===== config.mk =====
export PLATFORM = sky130hd
export DESIGN_NAME = iot_fn_sched_flat
export DESIGN_NICKNAME = d
export VERILOG_FILES = /design/src/rtl/iot_pkg.sv /design/src/rtl/iot_fn_sched_if.sv /design/src/rtl/iot_acc_unit.sv /design/src/rtl/iot_fn_sched.sv /design/src/flat_wrapper.sv
export SDC_FILE = /design/constraint.sdc
export NUM_CORES = 2
export LEC_CHECK = 0
export ABC_AREA = 1
export BUFFER_PORTS_ARGS = -buffer_cell sky130_fd_sc_hd__buf_2
export CAP_MARGIN = 20
export CORE_MARGIN = 8
export CORE_UTILIZATION = 35
export CTS_CLUSTER_SIZE = 14
export DETAILED_ROUTE_END_ITERATION = 10
export MAX_ROUTING_LAYER = met4
export PLACE_DENSITY = 0.6
export RECOVER_POWER = 100
export SLEW_MARGIN = 20
export SYNTH_ARGS = -nofsm -noshare
export SYNTH_HDL_FRONTEND = slang
export SYNTH_SLANG_ARGS = --single-unit

===== constraint.sdc =====
create_clock -name clk -period 3.1 [get_ports clk]
set_clock_uncertainty 0.05 [all_clocks]
set_input_delay 0.155 -clock clk [delete_from_list [all_inputs] [get_ports clk]]
set_output_delay 0.155 -clock clk [all_outputs]
set_load 0.05 [all_outputs]

===== src/rtl/iot_pkg.sv =====
// Shared constants for the IoT frame scheduler: data width, function codes, FSM states.
package iot_pkg;

    localparam int DATA_W = 128;
    localparam int SUM_W  = DATA_W + 4;

    localparam logic [2:0] FN_RSVD = 3'b000;
    localparam logic [2:0] FN_MAX  = 3'b001;
    localparam logic [2:0] FN_MIN  = 3'b010;
    localparam logic [2:0] FN_AVG  = 3'b011;
    localparam logic [2:0] FN_EXT  = 3'b100;
    localparam logic [2:0] FN_EXC  = 3'b101;
    localparam logic [2:0] FN_PMAX = 3'b110;
    localparam logic [2:0] FN_PMIN = 3'b111;

    typedef enum logic [1:0] {
        ST_IDLE    = 2'd0,
        ST_COLLECT = 2'd1,
        ST_EMIT    = 2'd2
    } state_e;

    function automatic logic is_peak(input logic [2:0] fn);
        return (fn == FN_PMAX) || (fn == FN_PMIN);
    endfunction

endpackage


===== src/rtl/iot_fn_sched_if.sv =====
// Frame-in / result-out bundle between a frame source and iot_fn_sched.
interface iot_fn_sched_if;
    import iot_pkg::*;

    logic [2:0]        fn_sel;
    logic              frm_vld;
    logic [DATA_W-1:0] frm_data;
    logic              frm_rdy;
    logic [DATA_W-1:0] iot_out;
    logic              valid;

    modport master (
        output fn_sel, frm_vld, frm_data,
        input  frm_rdy, iot_out, valid
    );

    modport slave (
        input  fn_sel, frm_vld, frm_data,
        output frm_rdy, iot_out, valid
    );
endinterface


===== src/rtl/iot_acc_unit.sv =====
// Compare/accumulate datapath: running extreme, 132-bit round sum and range checks.
// Outputs are the post-update values so the scheduler can emit on the last accept.
module iot_acc_unit
    import iot_pkg::*;
#(
    parameter int                FRAMES_PER_ROUND = 8,
    parameter logic [DATA_W-1:0] EXT_LO = 128'h6FFF_FFFF_FFFF_FFFF_FFFF_FFFF_FFFF_FFFF,
    parameter logic [DATA_W-1:0] EXT_HI = 128'hAFFF_FFFF_FFFF_FFFF_FFFF_FFFF_FFFF_FFFF
) (
    input  logic              clk,
    input  logic              rst,
    input  logic              acc_en_i,
    input  logic              first_i,
    input  logic              is_min_i,
    input  logic [DATA_W-1:0] data_i,
    output logic [DATA_W-1:0] ext_nxt_o,
    output logic [DATA_W-1:0] avg_nxt_o,
    output logic              in_rng_o,
    output logic              out_rng_o
);
    localparam int SHIFT = $clog2(FRAMES_PER_ROUND);

    logic [DATA_W-1:0] ext_q, ext_d;
    logic [SUM_W-1:0]  sum_q, sum_d;
    logic              take;

    always_comb begin
        // Strict compare: a tie keeps the stored extreme.
        take  = is_min_i ? (data_i < ext_q) : (data_i > ext_q);
        ext_d = (first_i || take) ? data_i : ext_q;
        sum_d = first_i ? {4'b0, data_i} : (sum_q + {4'b0, data_i});
    end

    assign ext_nxt_o = ext_d;
    assign avg_nxt_o = sum_d[SHIFT +: DATA_W];
    assign in_rng_o  = (data_i > EXT_LO) && (data_i < EXT_HI);
    assign out_rng_o = (data_i < EXT_LO) || (data_i > EXT_HI);

    always_ff @(posedge clk) begin
        if (rst) begin
            ext_q <= '0;
            sum_q <= '0;
        end else if (acc_en_i) begin
            ext_q <= ext_d;
            sum_q <= sum_d;
        end
    end

endmodule


===== src/rtl/iot_fn_sched.sv =====
// IoT frame scheduler: FSM, frame index, latched function code and peak tracking.
// Define IOT_SCHED_PEAK_EN to build peak-max/peak-min; otherwise 110/111 act as max/min.
module iot_fn_sched
    import iot_pkg::*;
#(
    parameter int                FRAMES_PER_ROUND = 8,
    parameter logic [DATA_W-1:0] EXT_LO = 128'h6FFF_FFFF_FFFF_FFFF_FFFF_FFFF_FFFF_FFFF,
    parameter logic [DATA_W-1:0] EXT_HI = 128'hAFFF_FFFF_FFFF_FFFF_FFFF_FFFF_FFFF_FFFF
) (
    input  logic          clk,
    input  logic          rst,
    iot_fn_sched_if.slave bus
);
    localparam int         IDX_W     = $clog2(FRAMES_PER_ROUND);
    localparam logic [1:0] S_IDLE    = ST_IDLE;
    localparam logic [1:0] S_COLLECT = ST_COLLECT;
    localparam logic [1:0] S_EMIT    = ST_EMIT;

    logic [1:0]        state_q, state_d;
    logic [IDX_W-1:0]  idx_q, idx_d;
    logic [2:0]        fn_q, fn_d, fn_eff;
    logic [DATA_W-1:0] out_q, out_d;
    logic              vld_q, vld_d;

    logic              accept, first, last, is_min;
    logic              sel_emit, emit, peak_ok;
    logic [DATA_W-1:0] sel_data, ext_nxt, avg_nxt;
    logic              in_rng, out_rng;

    assign bus.frm_rdy = (state_q == S_COLLECT);
    assign bus.iot_out = out_q;
    assign bus.valid   = vld_q;

    assign accept = bus.frm_vld && (state_q == S_COLLECT);
    assign first  = (idx_q == '0);
    assign last   = (idx_q == IDX_W'(FRAMES_PER_ROUND - 1));
    // The code presented with frame 0 governs that frame and the rest of its round.
    assign fn_eff = first ? bus.fn_sel : fn_q;
    assign is_min = (fn_eff == FN_MIN) || (fn_eff == FN_PMIN);

    iot_acc_unit #(
        .FRAMES_PER_ROUND (FRAMES_PER_ROUND),
        .EXT_LO           (EXT_LO),
        .EXT_HI           (EXT_HI)
    ) u_acc (
        .clk       (clk),
        .rst       (rst),
        .acc_en_i  (accept),
        .first_i   (first),
        .is_min_i  (is_min),
        .data_i    (bus.frm_data),
        .ext_nxt_o (ext_nxt),
        .avg_nxt_o (avg_nxt),
        .in_rng_o  (in_rng),
        .out_rng_o (out_rng)
    );

`ifdef IOT_SCHED_PEAK_EN
    logic [DATA_W-1:0] peak_q, peak_d;
    logic              seen_q, seen_d;
    logic              peak_clr;

    // Clearing at frame 0 guarantees the first round under a new peak mode emits.
    assign peak_clr = accept && first && ((bus.fn_sel != fn_q) || !is_peak(bus.fn_sel));

    always_comb begin
        peak_ok = !seen_q || ((fn_eff == FN_PMAX) ? (ext_nxt > peak_q) : (ext_nxt < peak_q));
        peak_d  = peak_q;
        seen_d  = seen_q;
        if (peak_clr) begin
            peak_d = '0;
            seen_d = 1'b0;
        end else if (emit && is_peak(fn_eff)) begin
            peak_d = ext_nxt;
            seen_d = 1'b1;
        end
    end

    always_ff @(posedge clk) begin
        if (rst) begin
            peak_q <= '0;
            seen_q <= 1'b0;
        end else begin
            peak_q <= peak_d;
            seen_q <= seen_d;
        end
    end
`else
    assign peak_ok = 1'b1;
`endif

    always_comb begin
        sel_emit = 1'b0;
        sel_data = ext_nxt;
        case (fn_eff)
            FN_MAX, FN_MIN: sel_emit = last;
            FN_AVG: begin
                sel_emit = last;
                sel_data = avg_nxt;
            end
            FN_EXT: begin
                sel_emit = in_rng;
                sel_data = bus.frm_data;
            end
            FN_EXC: begin
                sel_emit = out_rng;
                sel_data = bus.frm_data;
            end
            FN_PMAX, FN_PMIN: sel_emit = last && peak_ok;
            default: sel_emit = 1'b0;
        endcase
        emit = accept && sel_emit;

        state_d = state_q;
        case (state_q)
            S_IDLE:    state_d = S_COLLECT;
            S_COLLECT: state_d = emit ? S_EMIT : S_COLLECT;
            S_EMIT:    state_d = S_COLLECT;
            default:   state_d = S_IDLE;
        endcase

        idx_d = idx_q;
        fn_d  = fn_q;
        if (accept) begin
            idx_d = last ? '0 : (idx_q + IDX_W'(1));
            if (first) fn_d = bus.fn_sel;
        end

        out_d = emit ? sel_data : out_q;
        vld_d = emit;
    end

    always_ff @(posedge clk) begin
        if (rst) begin
            state_q <= S_IDLE;
            idx_q   <= '0;
            fn_q    <= FN_RSVD;
            out_q   <= '0;
            vld_q   <= 1'b0;
        end else begin
            state_q <= state_d;
            idx_q   <= idx_d;
            fn_q    <= fn_d;
            out_q   <= out_d;
            vld_q   <= vld_d;
        end
    end

endmodule


===== src/flat_wrapper.sv =====
// flat-port wrapper written by rule: the top's interface ports become plain ports
module iot_fn_sched_flat import iot_pkg::*;
#(
    parameter int                FRAMES_PER_ROUND = 8,
    parameter logic [DATA_W-1:0] EXT_LO = 128'h6FFF_FFFF_FFFF_FFFF_FFFF_FFFF_FFFF_FFFF,
    parameter logic [DATA_W-1:0] EXT_HI = 128'hAFFF_FFFF_FFFF_FFFF_FFFF_FFFF_FFFF_FFFF
)
  (clk, rst, bus_fn_sel, bus_frm_vld, bus_frm_data, bus_frm_rdy, bus_iot_out, bus_valid);
  iot_fn_sched_if bus_i ();
  input  logic clk;
  input  logic rst;
  input wire logic [$bits(bus_i.fn_sel)-1:0] bus_fn_sel;
  input wire logic [$bits(bus_i.frm_vld)-1:0] bus_frm_vld;
  input wire logic [$bits(bus_i.frm_data)-1:0] bus_frm_data;
  output wire logic [$bits(bus_i.frm_rdy)-1:0] bus_frm_rdy;
  output wire logic [$bits(bus_i.iot_out)-1:0] bus_iot_out;
  output wire logic [$bits(bus_i.valid)-1:0] bus_valid;
  assign bus_i.fn_sel = bus_fn_sel;
  assign bus_i.frm_vld = bus_frm_vld;
  assign bus_i.frm_data = bus_frm_data;
  assign bus_frm_rdy = bus_i.frm_rdy;
  assign bus_iot_out = bus_i.iot_out;
  assign bus_valid = bus_i.valid;
  iot_fn_sched #(.FRAMES_PER_ROUND(FRAMES_PER_ROUND), .EXT_LO(EXT_LO), .EXT_HI(EXT_HI)) u_core (.clk(clk), .rst(rst), .bus(bus_i));
endmodule

==> flow_summary.toml <==
[placed_design]
dp_hpwl_um = 158000
pre_cts_ws_ps = -543
dp.cells = 8796
io_buffers = 263
gp_congestion = 1.07

[hold_path]
min_to = "u_core.u_acc.ext_q[73]"
worstHoldPathCells = 6
min_path_type = "primary input to flop"
hold_start = "bus_frm_data[73]"

[status]
status = "finished with violations"
violations = "setup timing"

[critical_path]
cp_num_buf_inv = 5
worstPathRequired_ps = 3600
r2r-end = "u_core.bus.iot_out[31]"
cp_max_fo = 4
critical_path_class = "flop to flop"
cp.arrival_ps = 3860
slowest_delay_ps = 450
slowest_stage = "fa_1"
reg2regPathDepth = 20
cp_common_cell = "nand2_1"
critical_path.endpoint_type = "flop"
path_cells = "ha_2 -> inv_1 -> fa_1 -> inv_2 -> nand3_1 -> nand2_1 -> nand2_1 -> nand2_2 -> nand2_1 -> nand2_1 -> a21oi_1 -> buf_4 -> o211ai_1 -> nand3_2 -> o21ai_0 -> inv_1 -> nand2_1 -> nand2_1 -> inv_1 -> a21oi_2"
r2r_start = "u_core.u_acc.sum_q[0]"
r2r_setup_slack_ps = -250
crit_path_start_kind = "flop"
critPathTopFamily = "simple AND/OR/NAND/NOR gates"

[pwr]
power_switching_mw = 8.85
clkPwrFrac_pct = 29.9
p_int_mw = 12.5
power.share.sequential_pct = 26.1
ir_drop_mv = 0.439
combinationalPowerShare_pct = 44.0
powerDensity_nw_per_um2 = 426
p_sw_share_pct = 41.4
p_leak_nw = 26.3

[clock_network]
cts.path.max_buffers = 3
worstSkewPairLatency_ps = 670
cts_tree = "yes"
clk_pin_slew_ps = 60
cts_buffers = 50
cts_root_buf = "clkbuf_16"
cts.htree.levels = 2
clock-sinks = 396

[cells_and_area]
final_util_pct = 48.5
syn2layout_area_growth_pct = 37.6
drive_gt1_share_pct = 20.7
nets = 7949
final_cells = 8977

[timing]
slew_headroom_pct = 10.1
period_share_pct = 108
hold_viol_final = 0
clock.fmax_mhz = 298
fin_ws_ps = -253
finalSetupViolCount = 259
worst_slew_pin_slew_ps = 1350
min_period_ps = 3350
rsz0062_at_grt = "true"
slew_violations = 0

[logic_synthesis]
synth_edf_count = 0
yosys-top-cells-area = "dfxtp_1 22%, nand2_1 19%, inv_1 11%"
synthCells = 6457
async_reset_ff_share_pct = 0
synth.distinct_cells = 49
synth_top_flop_cell = "dfxtp_1"
ys_ff_latch = 396
syn_nets = 6851
ys_seq_area_share_pct = 21.7
syn_area_per_cell_sq_um = 5.65
netlist_top_cells_count = "1,881 x nand2_1, 1,086 x inv_1, 628 x a21oi_1, 600 x nor2_1, 413 x nand3_1"
yosysMostFrequentCell = "nand2_1"
yosysWarnings = 0
yosys.area.top_type_share_pct = 21.7
synth_largest_area_cell = "dfxtp_1"
netlist_area_sq_um = 36500

[floorplan]
initial_core_util_pct = 35.2
dieArea_sq_um = 115000
core_area_sq_um = 103000
fp.dieH_um = 339
ioPinCount = 264
fp.dieW_um = 339
num_rows = 118

[grt]
antenna_found_initial = 2
grt.total_usage_pct = 32.7
grt_max_degree = 136
grt_overflow = 0
grt_pass1_wl_um = 281000
first_global_vias = 43800

[route]
wl_um = 196000
routedWlPerCell_um = 21.8
vias = 48200
ant_nets = 0
drc = 0
drt_iter0_markers = 5855
dr.pass1.iters = 6
vias_per_cell = 5.37

[run]
maxCapViolCount = 0
-- cell families (layout without fill, tap and decap cells) --
kind of cell | Yosys count | in the layout | share of synthesized area, %
AO/OA/AOI/OAI | 1276 | 1276 | 18.5
XOR/XNOR | 39 | 39 | 0.936
adder cells (fa/ha/maj) | 260 | 260 | 8.94
buffers and inverters | 1326 | 2465 | 14.1
flip-flops | 396 | 396 | 21.7
multiplexers | 3 | 3 | 0.0823
other | 0 | 1 | 0
AND/OR/NAND/NOR | 3157 | 3157 | 35.7
-- sequential cells by signal, summed over array words and instances, names as in the netlist --
name and cells:
u_core.bus.iot_out 128, u_core.bus.valid 1, u_core.fn_q 3, u_core.idx_q 3, u_core.state_q 2, u_core.u_acc.ext_q 128, u_core.u_acc.sum_q 131
-- layout make-up --
cell class	instances	area, sq um
Antenna cell	1	2.50
Inverter	1092	4120
Fill cell	11100	53300
Multi-Input combinational cell	4735	25100
Tap cell	1380	1730
Timing Repair Buffer	1280	9580
Sequential cell	396	7930
Clock inverter	15	220
Clock buffer	78	1530
-- cells in the final DEF (no fill, tap or decap), types with 60 or more instances in the layout --
cell / count
nand4_1: 148
nand3_1: 370
buf_4: 864
o21ai_1: 117
dfxtp_1: 394
ha_1: 239
nand2_2: 82
o21ai_2: 61
a21oi_1: 567
clkbuf_1: 152
buf_2: 135
o21ai_0: 320
nor2_1: 547
a21oi_2: 60
dlygate4sd3_1: 67
nand2_1: 1778
inv_1: 1074
-- worst reg2reg max path, delay by kind of cell (launching register included) --
family,cells,cell delay (ps)
buffers and inverters,5,490
adders and majority gates,2,640
AOI/OAI and AO/OA,4,820
DFF,1,340
and+or+nand+nor,9,930
-- how the worst max path moves through the flow --
| stage | start | end | slack (ps) | cells after the start |
|---|---|---|---|---|
| after floorplan | u_core.u_acc.sum_q[0] | u_core.bus.iot_out[123] | 510 | 23 |
| after global routing | u_core.u_acc.ext_q[103] | u_core.u_acc.ext_q[16] | -320 | 19 |
| after detailed placement | bus_frm_data[0] | u_core.bus.iot_out[95] | -540 | 21 |
| final | u_core.u_acc.sum_q[0] | u_core.bus.iot_out[31] | -250 | 20 |
| after global placement | bus_frm_data[0] | u_core.bus.iot_out[95] | -590 | 21 |
| after CTS | u_core.u_acc.sum_q[0] | u_core.bus.iot_out[95] | -10 | 20 |
-- repair_timing --
| action | in CTS | in global routing |
|---|---|---|
| hold buffers | 66 | 1 |
| endpoints found under the hold margin | 109 | 1 |
| cloned | 0 | 6 |
| setup endpoints to repair | 180 | 321 |
| buffers inserted | 1 | 13 |
| resized for setup | 66 | 465 |
| pin swaps | 7 | 31 |
-- through the flow --
step | hold WS, ps | area, sq um | TNS (ps) | total power, mW
after floorplan | 303 | 36500 | 0 | 10.1
after global placement | 371 | 46000 | -27000 | 14.0
after detailed placement | 385 | 46000 | -35810 | 14.0
after CTS | 0.189 | 48700 | -10.6 | 20.5
after global routing | 4.31 | 50200 | -58430 | 22.2
final | 2.08 | 50200 | -24920 | 21.4
-- power by group through the flow --
| stage | Combinational, mW | Sequential [mW] | Clock [mW] |
|---|---|---|---|
| 3_5_place_dp | 8.38 | 5.66 | 0 |
| 6_report | 9.40 | 5.57 | 6.38 |
| 2_1_floorplan | 4.37 | 5.77 | 0 |
| 3_3_place_gp | 8.33 | 5.66 | 0 |
| 4_1_cts | 8.54 | 5.56 | 6.43 |
| 5_1_grt | 10.0 | 5.60 | 6.63 |
-- routing by layer --
layer / vias up / part of all wire (%) / track usage (%)
met5: - / 0 / -
met3: 378 / 11 / 5.68
met1: 22500 / 44 / 46.1
met2: 2396 / 41 / 47.0
met4: 0 / 4.0 / 10.2
li1: 22900 / - / -
No activity file was read; power rests on OpenSTA's default activity.
